File: src/rtl/shift_pkg.sv
// shift_pkg: shared mode encoding for shift and serialiser blocks
package shift_pkg;

    typedef enum logic [2:0] {
        SH_HOLD  = 3'd0,
        SH_SHL   = 3'd1,
        SH_SHR   = 3'd2,
        SH_ROL   = 3'd3,
        SH_ROR   = 3'd4,
        SH_LOAD  = 3'd5,
        SH_CLEAR = 3'd6,
        SH_RSVD  = 3'd7
    } shift_mode_t;

    // True for every mode that moves data one position and advances the counter
    function automatic logic is_shift(input shift_mode_t m);
        return m inside {SH_SHL, SH_SHR, SH_ROL, SH_ROR};
    endfunction

    // True for modes that restart the shift counter
    function automatic logic is_restart(input shift_mode_t m);
        return m inside {SH_LOAD, SH_CLEAR};
    endfunction

endpackage

File: src/rtl/shift_cnt.sv
// shift_cnt: saturating up-counter with synchronous zero and increment enable
module shift_cnt #(
    parameter int MAX = 8,
    parameter int W   = $clog2(MAX + 1)
) (
    input  logic         clock,
    input  logic         reset_n,
    input  logic         clr,
    input  logic         inc,
    output logic [W-1:0] cnt
);

    logic [W-1:0] cnt_q;
    logic [W-1:0] cnt_d;

    // Zero wins over increment; increment stops at MAX so the count never wraps
    always_comb begin
        cnt_d = clr ? '0 : (inc && cnt_q != W'(MAX)) ? cnt_q + W'(1) : cnt_q;
    end

    // Count register, cleared asynchronously by reset
    always_ff @(posedge clock or negedge reset_n) begin
        if (!reset_n) cnt_q <= '0;
        else          cnt_q <= cnt_d;
    end

    assign cnt = cnt_q;

endmodule

File: src/rtl/shift_reg_univ.sv
// shift_reg_univ: universal shift register with load, shift, rotate, clear and saturating shift count
module shift_reg_univ
    import shift_pkg::*;
#(
    parameter int WIDTH = 8,
    parameter int CNT_W = $clog2(WIDTH + 1)
) (
    input  logic             clock,
    input  logic             reset_n,
    input  logic             enable,
    input  logic [2:0]       mode,
    input  logic             serial_in_l,
    input  logic             serial_in_r,
    input  logic [WIDTH-1:0] d,
    output logic [WIDTH-1:0] q,
    output logic             serial_out_l,
    output logic             serial_out_r,
    output logic [CNT_W-1:0] count,
    output logic             full
);

    shift_mode_t      mode_e;
    logic [WIDTH-1:0] q_q;
    logic [WIDTH-1:0] q_d;

    assign mode_e = shift_mode_t'(mode);

    // Next register value; a low enable freezes everything, reserved mode acts as hold
    always_comb begin
        q_d = q_q;
        if (enable) begin
            case (mode_e)
                SH_SHL:   q_d = {q_q[WIDTH-2:0], serial_in_l};
                SH_SHR:   q_d = {serial_in_r, q_q[WIDTH-1:1]};
                SH_ROL:   q_d = {q_q[WIDTH-2:0], q_q[WIDTH-1]};
                SH_ROR:   q_d = {q_q[0], q_q[WIDTH-1:1]};
                SH_LOAD:  q_d = d;
                SH_CLEAR: q_d = '0;
                default:  q_d = q_q;
            endcase
        end
    end

    // Data register, cleared asynchronously by reset
    always_ff @(posedge clock or negedge reset_n) begin
        if (!reset_n) q_q <= '0;
        else          q_q <= q_d;
    end

    shift_cnt #(
        .MAX (WIDTH),
        .W   (CNT_W)
    ) u_cnt (
        .clock   (clock),
        .reset_n (reset_n),
        .clr     (enable && is_restart(mode_e)),
        .inc     (enable && is_shift(mode_e)),
        .cnt     (count)
    );

    assign q            = q_q;
    assign serial_out_l = q_q[WIDTH-1];
    assign serial_out_r = q_q[0];
    assign full         = (count == CNT_W'(WIDTH));

endmodule
File: config.mk
export PLATFORM = sky130hd
export DESIGN_NAME = shift_reg_univ
export DESIGN_NICKNAME = d
export VERILOG_FILES = /design/src/rtl/shift_pkg.sv /design/src/rtl/shift_cnt.sv /design/src/rtl/shift_reg_univ.sv
export SDC_FILE = /design/constraint.sdc
export NUM_CORES = 1
export LEC_CHECK = 0
export ABC_AREA = 1
export ABC_CLOCK_PERIOD_IN_PS = 1700
export BUFFER_PORTS_ARGS = -buffer_cell sky130_fd_sc_hd__buf_2
export CAP_MARGIN = 20
export CORE_AREA = 4 4 59 61
export DETAILED_ROUTE_END_ITERATION = 7
export DIE_AREA = 0 0 63 65
export SETUP_SLACK_MARGIN = 0.4
export SYNTH_ARGS = -nofsm -noshare
export SYNTH_HDL_FRONTEND = slang
export SYNTH_SLANG_ARGS = --single-unit
File: constraint.sdc
create_clock -name clock -period 1.7 [get_ports clock]
set_clock_uncertainty 0.1 [all_clocks]
set_input_delay 0.085 -clock clock [delete_from_list [all_inputs] [get_ports clock]]
set_output_delay 0.085 -clock clock [all_outputs]
set_load 0.005 [all_outputs]
==> metrics.cfg, run 1 <==
[worst_setup_path]
critPathRequiredTime_ns=1.51
start_kind=register
critical_path_class=reg2out
critPathMaxFanout=3
endpoint_kind=output port
arrival_ns=1.17
rrSetupSlack_ns=0.36

[outcome]
status=complete, no violations

[finish]
seq_area_um2=300
multi_input_area_um2=507
drive_above_1_share=0.362
utilization=0.379
fill_cells=316
antennaDiodeCount=0
nets=183
area.growth.synth_to_final_pct=32.5

[floorplan]
fp.dieH_um=65
start_util=0.286
fp.coreArea_um2=2980
num_rows=20
io_pins=31
die_w_um=63
dieArea_um2=4100

[sta]
post-route-period-util=0.798
hold_violations=0
relSlewSlack=0.810
fmax_mhz=737
min_period_ns=1.36
setup_tns_ns=0
rsz0062_at_grt=yes
finalSetupViolCount=0
drv_slew=0
tightestPinTransition_ns=0.285

[clock_tree]
numCtsBuffers=3
root_buffer=clkbuf_4
cts_buffer_depth=2
cts_tree=built
clock_latency_ns=0.26
h-tree-depth=1
path_clk_slew_ns=0.07
cts.sinks=12

[routing]
drtPass1Iterations=4
postRouteAntennaNets=0
drt_iter0_drc=20
wl_per_cell_um=11.1
avgViaCountPerCell=4.59
drc=0
vias=900
wl_um=2170

[placement]
port_buffers=30
dp_hpwl_um=1700
gp_congestion=0.766

[grt]
grt_max_degree=13
antenna_found_initial=0
grt_pass1_wl_um=3820
grt_pass1_vias=871
globalRouteOverflowTotal=0
grt_usage=0.116

[worst_hold_path]
min-delay-path-class=in2reg

[synth]
synth-warning-count=0
synth.largest_area_cell=dfrtp_1
synth_area_um2=852
synth_nets=144
ys_ff_latch=12
synth_top_area_share=0.352
seq_area_frac_synth=0.352
synth_cell_type_count=19
synth_area_leaders=dfrtp_1 (35%), nand2_1 (22%), inv_1 (5.7%)
synth_area_per_cell_um2=6.76
syn_inst=126

[run]
drv_cap=0

[power_and_ir_drop]
leakagePower_nw=0.666
ir_worst_vdd_mv=0.258
p_per_area_nw_per_um2=930

metrics by stage:
stage	power, mW	worst slack (ns)	instance area (um2)	std cells	hold slack, ns
after global routing	1.15	0.286	1130	196	0.118
after floorplan	0.641	0.402	855	126	-0.311
after detailed placement	0.791	0.364	1030	187	-0.116
after global placement	0.777	0.415	1030	187	-0.119
final	1.05	0.343	1130	196	0.0764
after CTS	1.03	0.356	1110	195	0.0752
cell usage after synthesis:
cell type	instances
nand3_2	1
ha_1	2
xor2_1	2
nand4_1	4
inv_1	13
buf_4	2
dfrtp_1	12
a21oi_1	7
nand3_1	5
nor2_2	3
nor2_1	9
o21ai_1	3
nand2_2	3
nand2_4	2
a21oi_4	1
nand2_1	50
o21ai_0	3
nor2_4	1
inv_2	3
power breakdown:
group | leakage, nW | switching, mW | internal [mW]
logic | 0.493 | 0.229 | 0.221
registers | 0.158 | 0.0824 | 0.356
clock network | 0.0138 | 0.0795 | 0.0816
total | 0.666 | 0.391 | 0.659
worst paths after layout:
| kind | from | endpoint | depth (start not counted) |
|---|---|---|---|
| max | u_cnt.cnt[0]$_DFFE_PN0P_ | full | 5 |
| min | serial_in_l | q[0]$_DFFE_PN0P_ | 5 |
| max reg2reg | u_cnt.cnt[1]$_DFFE_PN0P_ | u_cnt.cnt[0]$_DFFE_PN0P_ | 7 |
| min reg2reg | q[4]$_DFFE_PN0P_ | q[4]$_DFFE_PN0P_ | 2 |
| max in group asynchronous | reset_n | q[7]$_DFFE_PN0P_ | 2 |
| min in group asynchronous | reset_n | u_cnt.cnt[0]$_DFFE_PN0P_ | 2 |
worst max-delay path: stages, from the launching register on:
cell and delay [ns]:
dfrtp_1 0.39, inv_2 0.09, ha_4 0.14, nand2_2 0.05, nor2_4 0.11, buf_2 0.13
cell type report:
class,count,share of cell area
clock buffers,3,0.0200
inverters,16,0.0532
repair buffers,36,0.175
flip-flops and latches,12,0.266
multi-input cells,96,0.449
well taps,33,0.0366
repair_timing:
| action | 4_1_cts | 5_1_grt |
|---|---|---|
| hold buffers | 1 | 0 |
| hold endpoints to repair | 12 | 0 |
| gates resized for setup | 6 | 3 |
| buffers inserted | 4 | 1 |
| pin swaps | 2 | 3 |
| endpoints found under the setup margin | 5 | 5 |
cell families after synthesis:
kind of cell	Yosys count	synth area share
AOI/OAI and AO/OA	14	0.0954
xor gates and xnor gates	2	0.0206
adders and majority gates	2	0.0294
buffers and inverters	18	0.0881
DFF	12	0.352
and+or+nand+nor	78	0.414
state kept, by name, indices dropped and copies added (netlist names):
signal,cells
q,8
u_cnt.cnt,4
layer usage:
layer  up-vias  routed length, um  GRT usage  part of all wire
met5         -                  0          0                 0
met4         0                 23     0.0523             0.011
met3         2                106     0.0208             0.049
met2        22               1110      0.206              0.51
met1       407                925      0.134              0.43
li1        469                  -          -                 -
layout by cell type (no fill, tap or decap), types with 2 or more instances in the layout:
cell      instances
nand2_1          49
buf_2            30
dfrtp_1          12
inv_1            11
nor2_1            8
a21oi_1           7
inv_2             5
nand3_1           5
buf_4             5
nand2_2           4
nand4_1           4
nor2_2            3
clkbuf_4          3
nor2_4            2
nand2_4           2
xor2_1            2
o21ai_2           2
o21ai_1           2
o21ai_0           2
No activity file was read; power rests on OpenSTA's default activity.
==> run 2: changes to the inputs <==
Settings changed: ABC_CLOCK_PERIOD_IN_PS 1700 to 1180.
Clock period 1.7 ns to 1.18 ns, I/O delays scaled along.
==> metrics.cfg, run 2 (same netlist as run 1, synthesis figures left out) <==
[outcome]
status=finished, violations left
failed_checks=negative setup slack

[grt]
grt_max_degree=13  ; unchanged
grt_pass1_wl_um=3800  ; -0.55%
grt_pass1_vias=911  ; +4.6%
grt_usage=0.114  ; -0.00173
globalRouteOverflowTotal=0  ; unchanged
antenna_found_initial=0  ; unchanged

[routing]
drc=0  ; unchanged
drt_iter0_drc=47  ; +140%
drtPass1Iterations=4  ; unchanged
avgViaCountPerCell=4.52  ; -1.6%
wl_um=2290  ; +5.8%
wl_per_cell_um=11.1  ; +0.15%
postRouteAntennaNets=0  ; unchanged
vias=935  ; +3.9%

[power_and_ir_drop]
leakagePower_nw=0.739  ; +11%
ir_worst_vdd_mv=0.423  ; +64%
finalPower_mw=1.79  ; +71%
p_per_area_nw_per_um2=1400  ; +51%

[placement]
dpl.cell_count=192  ; +2.7%
port_buffers=30  ; unchanged
gp_congestion=0.771  ; +0.74%
dp_hpwl_um=1730  ; +1.9%

[clock_tree]
root_buffer=clkbuf_4
cts.sinks=12  ; unchanged
clock_latency_ns=0.27  ; about the same
cts_tree=built
path_clk_slew_ns=0.08  ; about the same
h-tree-depth=1  ; unchanged
numCtsBuffers=3  ; unchanged
cts_buffer_depth=2  ; unchanged

[finish]
fin_cells=207  ; +5.6%
antennaDiodeCount=0  ; unchanged
nets=193  ; +5.5%
drive_above_1_share=0.443  ; +0.0806
fill_cells=289  ; -8.5%
largest_register_ffs=8  ; unchanged
mostFrequentLayoutCell=nand2_1
final_cell_mix=nand2_1 (46), buf_2 (28), inv_1 (11), buf_4 (11), dfrtp_1 (11)
area.growth.synth_to_final_pct=49.9

[sta]
rsz0062_at_grt=yes
relSlewSlack=0.810  ; about the same
min_period_ns=1.29
post-route-period-util=1.10
timing.final.ws_setup_ns=-0.115  ; -0.457 ns
tightestPinTransition_ns=0.285  ; +0.000343 ns
hold_violations=0  ; unchanged
fmax_mhz=772
drv_slew=0  ; unchanged
finalSetupViolCount=7  ; +7

[worst_setup_path]
critical_path_class=reg2out
endpoint_kind=output port
start_kind=register
arrival_ns=1.14  ; -0.03 ns
critPathRequiredTime_ns=1.02  ; -0.49 ns
critPathMaxFanout=2  ; -1

[floorplan]
fp.coreArea_um2=2980  ; unchanged
die_w_um=63  ; unchanged
dieArea_um2=4100  ; unchanged
io_pins=31  ; unchanged
num_rows=20  ; unchanged
fp.dieH_um=65  ; unchanged
start_util=0.286  ; unchanged

[worst_hold_path]
min-delay-path-class=in2reg

[run]
drv_cap=0  ; unchanged

[run 2: cell types whose count changed in the layout (fill, tap and decap cells not counted), moves of 2 or more]
cell	delta
a21oi_1	-2
a21oi_2	+2
buf_2	-2
buf_4	+6
buf_6	+6
nand2_1	-3
nand2_2	+2
nand3_1	-2
nand3_2	+2
[run 2: final cells by class]
cell class / instances / area [um2] / share of cell area
sequential: 12 / 302 / 0.236
clock buffer: 4 / 36.3 / 0.0284
inverter: 16 / 60.1 / 0.0470
timing repair buffer: 46 / 300 / 0.235
multi-input combinational: 96 / 538 / 0.421
tap: 33 / 41.3 / 0.0323
[run 2: metal layers]
| layer | routed length (um) | vias up | track usage |
|---|---|---|---|
| met5 | 0 | - | 0 |
| met4 | 22 | 0 | 0.0579 |
| met3 | 55 | 2 | 0.0173 |
| met2 | 1220 | 13 | 0.204 |
| met1 | 999 | 432 | 0.130 |
| li1 | - | 488 | - |
[run 2: worst paths after layout]
kind	start	endpoint	slack, ns	cells after the start
max	u_cnt.cnt[0]$_DFFE_PN0P_	full	-0.11	5
min	enable	q[1]$_DFFE_PN0P_	0.06	4
max reg2reg	u_cnt.cnt[0]$_DFFE_PN0P_	u_cnt.cnt[2]$_DFFE_PN0P_	-0.11	8
min reg2reg	q[3]$_DFFE_PN0P_	q[3]$_DFFE_PN0P_	0.45	2
max in group asynchronous	reset_n	u_cnt.cnt[2]$_DFFE_PN0P_	0.65	2
min in group asynchronous	reset_n	q[5]$_DFFE_PN0P_	0.09	2
[run 2: what timing repair did]
item                                    CTS  global route
endpoints found under the setup margin   27            27
hold endpoints to repair                 12             0
buffers inserted                          8             2
gates resized for setup                  10             6
hold buffers                              1             0
pin swaps                                 7             5
[run 2: power breakdown]
part / switching [mW] / internal [mW] / leakage [nW]
clock: 0.142 / 0.187 / 0.0210
combinational: 0.382 / 0.450 / 0.561
sequential: 0.117 / 0.516 / 0.157
total: 0.641 / 1.15 / 0.739
[run 2: critical path, stage by stage (launching register included)]
cell	delay, ns
dfrtp_1	0.39
inv_2	0.08
ha_4	0.14
nand2_4	0.05
nor2_4	0.08
buf_2	0.12
[run 2: through the flow]
step	hold slack, ns	cell area, um2	utilization	setup WS [ns]	TNS [ns]
floorplan	-0.337	880	-	-0.0342	-0.125
global placement	-0.141	1090	0.367	-0.0148	-0.0537
detailed placement	-0.140	1090	0.367	-0.0796	-0.264
CTS	0.0519	1240	0.416	-0.114	-0.579
global route	0.0641	1280	0.429	-0.209	-1.17
finish	0.0605	1280	0.429	-0.115	-0.608
